--- config.mk ---
export PLATFORM = sky130hd
export DESIGN_NAME = adder_bcd_serial_n_digits
export DESIGN_NICKNAME = d
export VERILOG_FILES = /design/src/rtl/adder_bcd_serial_n_digits_pkg.sv /design/src/rtl/adder_bcd_serial_n_digits_digit_adder.sv /design/src/rtl/adder_bcd_serial_n_digits_hex.sv /design/src/rtl/adder_bcd_serial_n_digits.sv
export SDC_FILE = /design/constraint.sdc
export NUM_CORES = 1
export LEC_CHECK = 0
export CORE_UTILIZATION = 35
export DETAILED_ROUTE_END_ITERATION = 10
export GPL_TIMING_DRIVEN = 0
export PLACE_DENSITY_LB_ADDON = 0.2
export SLEW_MARGIN = 0
export SYNTH_ARGS = -nofsm -noshare
export SYNTH_HDL_FRONTEND = slang
export SYNTH_SLANG_ARGS = --single-unit
--- constraint.sdc ---
create_clock -name clk -period 4.5 [get_ports clk]
set_input_delay 0.675 -clock clk [delete_from_list [all_inputs] [get_ports clk]]
set_output_delay 0.675 -clock clk [all_outputs]
set_load 0.05 [all_outputs]
--- src/rtl/adder_bcd_serial_n_digits_pkg.sv ---
// Shared constants for the serial BCD adder: FSM encodings and the largest legal digit.
package adder_bcd_serial_n_digits_pkg;
    localparam logic [1:0] S_IDLE  = 2'd0;
    localparam logic [1:0] S_CHECK = 2'd1;
    localparam logic [1:0] S_RUN   = 2'd2;
    localparam logic [1:0] S_DONE  = 2'd3;

    localparam logic [3:0] BCD_MAX = 4'd9;

    function automatic logic [3:0] nines_digit(input logic [3:0] d);
        return BCD_MAX - d;
    endfunction
endpackage

--- src/rtl/adder_bcd_serial_n_digits_digit_adder.sv ---
// One-digit decimal adder: t = a+b+cin, wrapped to 0..9 with a decimal carry.
module bcd_digit_adder
    import adder_bcd_serial_n_digits_pkg::*;
(
    input  logic [3:0] a,
    input  logic [3:0] b,
    input  logic       cin,
    output logic [3:0] s,
    output logic       cout
);
    logic [4:0] t;
    logic [4:0] t_wrap;

    always_comb begin
        t      = {1'b0, a} + {1'b0, b} + {4'b0, cin};
        t_wrap = t - 5'd10;
        if (t > {1'b0, BCD_MAX}) begin
            s    = t_wrap[3:0];
            cout = 1'b1;
        end else begin
            s    = t[3:0];
            cout = 1'b0;
        end
    end
endmodule

--- src/rtl/adder_bcd_serial_n_digits_hex.sv ---
// BCD to active-low 7-segment decoder; seg[0]=a .. seg[6]=g, non-decimal codes blank.
module decoder_hex_10 (
    input  logic [3:0] bcd,
    output logic [6:0] seg
);
    always_comb begin
        case (bcd)
            4'd0:    seg = 7'b1000000;
            4'd1:    seg = 7'b1111001;
            4'd2:    seg = 7'b0100100;
            4'd3:    seg = 7'b0110000;
            4'd4:    seg = 7'b0011001;
            4'd5:    seg = 7'b0010010;
            4'd6:    seg = 7'b0000010;
            4'd7:    seg = 7'b1111000;
            4'd8:    seg = 7'b0000000;
            4'd9:    seg = 7'b0010000;
            default: seg = 7'b1111111;
        endcase
    end
endmodule

--- src/rtl/adder_bcd_serial_n_digits.sv ---
// Serial N-digit packed-BCD adder/subtractor, one digit per clock LSB first, with
// operand validation and 7-segment output of the registered result.
module adder_bcd_serial_n_digits
    import adder_bcd_serial_n_digits_pkg::*;
#(
    parameter int DIGITS = 4
) (
    input  logic                    clk,
    input  logic                    reset,
    input  logic                    start,
    input  logic                    op,
    input  logic                    cin,
    input  logic [4*DIGITS-1:0]     X,
    input  logic [4*DIGITS-1:0]     Y,
    output logic                    busy,
    output logic                    done,
    output logic [4*DIGITS-1:0]     sum,
    output logic                    cout,
    output logic                    error,
    output logic [7*(DIGITS+1)-1:0] hex
);
    localparam int              W    = 4 * DIGITS;
    localparam int              CW   = $clog2(DIGITS + 1);
    localparam logic [CW-1:0]   LAST = CW'(DIGITS - 1);

    logic [1:0]    state_q, state_d;
    logic [W-1:0]  x_q, x_d, y_q, y_d, ws_q, ws_d, sum_q, sum_d;
    logic          op_q, op_d, carry_q, carry_d, err_q, err_d;
    logic          cout_q, cout_d, error_q, error_d;
    logic [CW-1:0] idx_q, idx_d;

    logic          all_bcd;
    logic [W-1:0]  y_nines;
    logic [3:0]    dig_s;
    logic          dig_c;

    always_comb begin
        all_bcd = 1'b1;
        y_nines = '0;
        for (int k = 0; k < DIGITS; k++) begin
            if (x_q[4*k +: 4] > BCD_MAX || y_q[4*k +: 4] > BCD_MAX) all_bcd = 1'b0;
            y_nines[4*k +: 4] = nines_digit(y_q[4*k +: 4]);
        end
    end

    // Single digit adder shared across all digit positions, indexed by idx_q.
    bcd_digit_adder u_dig (
        .a    (x_q[4*idx_q +: 4]),
        .b    (y_q[4*idx_q +: 4]),
        .cin  (carry_q),
        .s    (dig_s),
        .cout (dig_c)
    );

    always_comb begin
        state_d = state_q;
        x_d     = x_q;
        y_d     = y_q;
        ws_d    = ws_q;
        op_d    = op_q;
        carry_d = carry_q;
        err_d   = err_q;
        idx_d   = idx_q;
        sum_d   = sum_q;
        cout_d  = cout_q;
        error_d = error_q;
        case (state_q)
            S_IDLE: if (start) begin
                x_d     = X;
                y_d     = Y;
                op_d    = op;
                carry_d = op | cin;
                idx_d   = '0;
                ws_d    = '0;
                err_d   = 1'b0;
                state_d = S_CHECK;
            end
            S_CHECK: begin
                if (!all_bcd) begin
                    err_d   = 1'b1;
                    ws_d    = '0;
                    carry_d = 1'b0;
                    state_d = S_DONE;
                end else begin
                    if (op_q) y_d = y_nines;
                    state_d = S_RUN;
                end
            end
            S_RUN: begin
                ws_d[4*idx_q +: 4] = dig_s;
                carry_d            = dig_c;
                idx_d              = idx_q + CW'(1);
                if (idx_q == LAST) state_d = S_DONE;
            end
            default: begin
                sum_d   = ws_q;
                cout_d  = carry_q;
                error_d = err_q;
                state_d = S_IDLE;
            end
        endcase
    end

    always_ff @(posedge clk or posedge reset) begin
        if (reset) begin
            state_q <= S_IDLE;
            x_q     <= '0;
            y_q     <= '0;
            ws_q    <= '0;
            op_q    <= 1'b0;
            carry_q <= 1'b0;
            err_q   <= 1'b0;
            idx_q   <= '0;
            sum_q   <= '0;
            cout_q  <= 1'b0;
            error_q <= 1'b0;
        end else begin
            state_q <= state_d;
            x_q     <= x_d;
            y_q     <= y_d;
            ws_q    <= ws_d;
            op_q    <= op_d;
            carry_q <= carry_d;
            err_q   <= err_d;
            idx_q   <= idx_d;
            sum_q   <= sum_d;
            cout_q  <= cout_d;
            error_q <= error_d;
        end
    end

    assign busy  = (state_q == S_CHECK) || (state_q == S_RUN);
    assign done  = (state_q == S_DONE);
    assign sum   = sum_q;
    assign cout  = cout_q;
    assign error = error_q;

    // Digit DIGITS displays the carry / no-borrow flag.
    for (genvar g = 0; g <= DIGITS; g++) begin : g_hex
        logic [3:0] d;
        if (g < DIGITS) begin : g_sum
            assign d = sum_q[4*g +: 4];
        end else begin : g_cout
            assign d = {3'b000, cout_q};
        end
        decoder_hex_10 u_hex (
            .bcd (d),
            .seg (hex[7*g +: 7])
        );
    end
endmodule
Word-level counts from Yosys, hierarchy flattened --
Memories as Yosys holds them, arrays and structs flattened. Index checks and enable logic that the tools add are counted. Widths: inputs -> output; s select.
Word-level totals: memories kept 5, memory bits (read-only) 560, bits in registers 74, word-level logic and storage cells 90, output and inout bits 55, bits in latches 0, memory bits (writable) 0, bits of input ports 37
Memories:
- (name not given) | words 16, bits a word 7, rd ports 1, clocked after memory_dff 0, wr ports 0, RTL line adder_bcd_serial_n_digits_hex.sv:7 | case (bcd)
- (name not given) | words 16, bits a word 7, rd ports 1, clocked after memory_dff 0, wr ports 0, RTL line adder_bcd_serial_n_digits_hex.sv:7
- (name not given) | words 16, bits a word 7, rd ports 1, clocked after memory_dff 0, wr ports 0, RTL line adder_bcd_serial_n_digits_hex.sv:7
- (name not given) | words 16, bits a word 7, rd ports 1, clocked after memory_dff 0, wr ports 0, RTL line adder_bcd_serial_n_digits_hex.sv:7
- (name not given) | words 16, bits a word 7, rd ports 1, clocked after memory_dff 0, wr ports 0, RTL line adder_bcd_serial_n_digits_hex.sv:7
Operators by class: muxes and demuxes 26, $mul 0, add/subtract/negate cells 9, div/mod/pow operators 0, reductions and logical operators 16, shift operators 4, equal/unequal tests 9, bitwise logic cells 1, $lt $le $gt $ge 9
Operators by type and width (number):
- $mux 16 | 5
- $pmux 16 s3 | 1
- $neg 5->34 | 1
- $shift 4x34->16 const A | 1
- $shiftx 4x34->16 | 1
- $gt 4x4->1 const B | 8
- $pmux 16 s2 | 1
- $shiftx 16x6->4 | 2
- $bwmux 16 | 1
- $sub 4x4->4 const A | 4
- $mux 1 | 10
- $ne 2x2->1 const B | 5
- $pmux 2 s3 | 1
- $pmux 3 s2 | 1
- $reduce_and 2->1 | 3
- $reduce_and 3->1 | 2
- $add 4x4->5 | 1
- $add 5x1->5 | 1
- $gt 5x4->1 const B | 1
- $logic_or 1x1->1 | 5
- $eq 2x2->1 const B | 2
- $mux 2 | 2
- $mux 4 | 1
- $reduce_and 4->1 | 1
- other kinds (12) | 13

Depth between registers and ports, before layout --
word-level depth 8, gate-level depth with buffers 12, gate-level depth less buffers 11

Cells and area by module --
A second synthesis with hierarchy kept.
Unflattened totals: cell total of the unflattened synthesis 483, area, all modules 4908.5 um2
By module, submodules not included:
- adder_bcd_serial_n_digits | area each 3656.0 um2, cells each 298, seq. area each 1851.8 um2, instances 1
- decoder_hex_10 (g_hex[1].u_hex ...) | area each 210.2 um2, cells each 33, seq. area each 0.0 um2, instances 4
- bcd_digit_adder | area each 211.5 um2, cells each 22, seq. area each 0.0 um2, instances 1
- decoder_hex_10 (g_hex[0].u_hex) | area each 200.2 um2, cells each 31, seq. area each 0.0 um2, instances 1

Worst setup path before layout --
No wires, ideal clock.
kind reg-to-reg, start point register idx_q[1], end point register ws_q[10], clock period less this slack 3.574 ns, path slack 0.926 ns, cell stages (with the launch flop) 13, arrival time 3.496 ns, setup time 0.078 ns, buffers on the path 1, required time 4.422 ns, path through dfrtp_1 > buf_2 > mux4_2 > and2_1 > fa_1 > fa_1 > xnor2_1 > ha_1 > nor2b_1 > a31o_2 > o31ai_4 > mux2_2 > o2bb2ai_1
On the way: longest elaborated chain between the ends 8, elaborated cells on any way between the ends 12, those cells by class add/sub: 4; order compare: 1; shift: 4; mux: 3
RTL lines:
- start, declared | RTL line adder_bcd_serial_n_digits.sv:30 | logic [CW-1:0] idx_q, idx_d;
- start signal, assigned | RTL line adder_bcd_serial_n_digits.sv:125 | idx_q <= idx_d;
- $shiftx 16x6->4 (on tied branches) | RTL line adder_bcd_serial_n_digits.sv:48, adder_bcd_serial_n_digits.sv:49
- $add 4x4->5 | RTL line adder_bcd_serial_n_digits_digit_adder.sv:15 | t = {1'b0, a} + {1'b0, b} + {4'b0, cin};
- $add 5x1->5 | RTL line adder_bcd_serial_n_digits_digit_adder.sv:15
- $sub 4x4->4 / $gt 5x4->1 (equally long branches) | RTL line adder_bcd_serial_n_digits_digit_adder.sv:16, adder_bcd_serial_n_digits_digit_adder.sv:17
- $mux 4 | RTL line adder_bcd_serial_n_digits_digit_adder.sv:17 | if (t > {1'b0, BCD_MAX}) begin
- $shiftx 4x34->16 | RTL line adder_bcd_serial_n_digits.sv:90 | ws_d[4*idx_q +: 4] = dig_s;
- $bwmux 16 * | RTL line adder_bcd_serial_n_digits.sv:90
- $pmux 16 s3 * | RTL line adder_bcd_serial_n_digits.sv:67 | case (state_q)
- end signal, assigned | RTL line adder_bcd_serial_n_digits.sv:121 | ws_q <= ws_d;
- end, declared | RTL line adder_bcd_serial_n_digits.sv:27 | logic [W-1:0] x_q, x_d, y_q, y_d, ws_q, ws_d, sum_q, sum_d;
Mark *: on every way between the ends. The rest lies on a longest branch, timed or not. A chain may end at the register's enable or synchronous reset.

Final worst setup path --
Same ends and word-level chain as after synthesis.

==> impl_metrics.tcl <==
set metrics [dict create \
    drcViolationCount 0 \
    cts_max_level 3 \
    rows 42 \
    yosys_most_used_dff "dfrtp_1" \
    fin_nets 682 \
    dieWidth_um 119 \
    synth_edf_count 0 \
    cpMaxStageDelayCell "mux4_2" \
    gp_congestion 0.817 \
    ys_seq_area_frac 0.389 \
    initial_utilization 0.360 \
    post-cts-setup-buffers 0 \
    track_usage 0.166 \
    crit_cells 12 \
    synthesis.instances 506 \
    hold_viol 0 \
    synth_area_leaders "dfrtp_1 (39%), ha_1 (9.7%), o21ai_0 (6.3%), mux2_2 (5.9%), nand2_1 (4.4%)" \
    grt_pass1_wl_mm 19.0 \
    numCtsBuffers 9 \
    yosysTopAreaCell "dfrtp_1" \
    avgRoutedWirePerCell_um 14.2 \
    place.detailed.hpwl_mm 8.51 \
    yosysTopAreaCellShare 0.389 \
    clk_latency_ns 0.33 \
    drt-total-wl_mm 11.2 \
    crit_arrival_ns 4.19 \
    fin_skew_ns 0.00894 \
    area_growth_pct 30.6 \
    die_h_um 119 \
    path_max_fanout 10 \
    grt_overflow 0 \
    endpoint_kind "flop" \
    cap_viol_max_count 0 \
    start_kind "flop" \
    grt_pass1_vias 3920 \
    drtAntennaViolNets 0 \
    ys_ff_latch 74 \
    core-area_sq_um 13200 \
    postCtsResizedCells 0 \
    clkTransAtPathRegs_ns 0.06 \
    wl_met2_mm 5.42 \
    holdPathStages 1 \
    antenna_found_initial 0 \
    r2r_cells 12 \
    die_area_sq_um 14100 \
    period_share 0.875 \
    cts_tree "yes" \
    crit_required_ns 4.75 \
    yosys_warnings 0 \
    first_pass_iters 4 \
    cts_hold_buffers 0 \
    drive_above_1_share 0.130 \
    avgViaCountPerCell 5.06 \
    route.met3.wl_um 426 \
    crit_chain "buf_2 > mux4_2 > and2_1 > fa_1 > fa_1 > xnor2_1 > ha_1 > nor2b_1 > a31o_2 > o31ai_4 > mux2_2 > o2bb2ai_1" \
    hold_path_class "flop to flop" \
    n_fill_cell 1298 \
    max_stage_delay_ns 0.57 \
    io_buffer_count 87 \
    grt_setup_unrepaired "no" \
    setup_viol 0 \
    fmax_mhz 254 \
    cp_num_buf_inv 1 \
    grt_max_degree 41 \
    drt-initial-drc-count 184 \
    root_buffer "clkbuf_16" \
    synth_area_sq_um 4760 \
    io_pins 92 \
    wl_met1_mm 5.18 \
    finalSetupTns_ns 0 \
    drv_slew 0 \
    run_status "finished clean" \
    worst_path_most_repeated_cell "fa_1" \
    cts_num_sinks 74 \
    ys_types 51 \
    worst-setup-path-type "flop to flop" \
    tightest_slew_ns 0.623 \
    slew_headroom 0.583 \
    antenna-diode-count 0 \
    highest_layer "met4" \
    dr_total_vias 3980 \
    period_needed_ns 3.94 \
    synthArstFlopShare 1.00 \
    crit_family "adder cells" \
    syn_area_per_cell_sq_um 9.41 \
    clk_path_buf_depth 2 \
]
## layer usage
metal,vias up,global-route usage
met5,-,0
met4,0,0.0562
met3,17,0.0246
met2,98,0.285
met1,1892,0.213
li1,1973,-
## cell type report
cell class | instances | area [sq um] | share of cell area
repair buffers | 88 | 891 | 0.143
multi-input cells | 371 | 2640 | 0.424
inverters | 33 | 126 | 0.0203
clock inverters | 6 | 115 | 0.0185
clock buffers | 9 | 225 | 0.0362
well taps | 176 | 220 | 0.0354
flip-flops and latches | 74 | 1850 | 0.298
plain buffers | 29 | 155 | 0.0249
## final timing paths
path / from / end / slack [ns]
worst max register to register: idx_q[1] / ws_q[10] / 0.56
max in group asynchronous: reset / y_q[1] / 3.22
worst min register to register: ws_q[6] / ws_q[6] / 0.49
worst max-delay path: idx_q[1] / ws_q[10] / 0.56
worst min-delay path: ws_q[6] / ws_q[6] / 0.49
min in group asynchronous: reset / sum[12] / 0.71
## flip-flops by register name (all words and copies together) (netlist names)
name     count
err_q        1
sum         16
idx_q        3
x_q         16
op_q         1
cout         1
carry_q      1
y_q         16
error        1
ws_q        16
state_q      2
## worst register-to-register path: stages, from the launching register on
cell and delay [ns]:
dfrtp_1 0.36, buf_2 0.29, mux4_2 0.58, and2_1 0.19
fa_1 0.43, fa_1 0.42, xnor2_1 0.18, ha_1 0.24
nor2b_1 0.14, a31o_2 0.23, o31ai_4 0.23, mux2_2 0.43
o2bb2ai_1 0.16
## synth_stat cells (2+ instances only)
cell       number
o21a_1          3
a31oi_1        11
buf_2           5
nand3_1         5
mux2_2         25
conb_1          2
clkbuf_1       15
nand4_1         4
o221a_2         4
dfrtp_1        74
and2_1          8
or2_2           5
xnor2_1         6
o2bb2ai_1      12
nand2b_1        3
a21o_1          4
nor2_1         41
nand2_1        56
mux4_2          6
mux4_1          2
ha_1           37
a22o_1          4
inv_1          32
mux2i_1         5
o21ai_0        60
buf_4           8
a21oi_1        26
fa_1            2
a32oi_1         3
o22ai_1         6
nor2b_1        12
## metrics by stage
step           std cells  setup slack [ns]  utilization  hold WS [ns]  instance area [sq um]
6_report             786             0.561        0.470         0.487                   6220
5_1_grt              786             0.351        0.470         0.516                   6220
4_1_cts              786             0.515        0.470         0.492                   6220
3_5_place_dp         771             0.531        0.444         0.473                   5880
3_3_place_gp         770             0.585        0.442         0.477                   5860
2_1_floorplan        507             0.926            -         0.450                   4770
## cells by family after synthesis
family | after synthesis | synth area share
AOI/OAI and AO/OA | 142 | 0.187
DFF | 74 | 0.389
other | 2 | 0.00158
buffers and inverters | 62 | 0.0586
and+or+nand+nor | 143 | 0.138
adders and majority gates | 39 | 0.106
muxes | 38 | 0.109
xor gates and xnor gates | 6 | 0.0110
## cells in the final DEF, fill, tap and decap left out, types with 2 or more instances in the layout
master / instances
clkbuf_1: 15
nand3_1: 5
xnor2_1: 6
mux2i_1: 5
nor2_1: 41
or2_2: 5
o2bb2ai_1: 12
o21ai_0: 60
nor2b_1: 12
conb_1: 3
a21oi_1: 26
o22ai_1: 6
a22o_1: 4
ha_1: 37
mux4_1: 2
bufinv_16: 3
clkdlybuf4s50_1: 87
mux4_2: 6
a21o_1: 4
a31oi_1: 11
dfrtp_1: 74
a32oi_1: 3
buf_4: 8
buf_2: 5
and2_1: 8
fa_1: 2
o221a_2: 4
clkbuf_16: 9
o21a_1: 3
inv_1: 31
nand4_1: 4
mux2_2: 25
nand2_1: 56
nand2b_1: 3
Power is left out: the tool's default activity adds up to more than one toggle a clock period on the data nets, which glitch-free logic cannot reach.
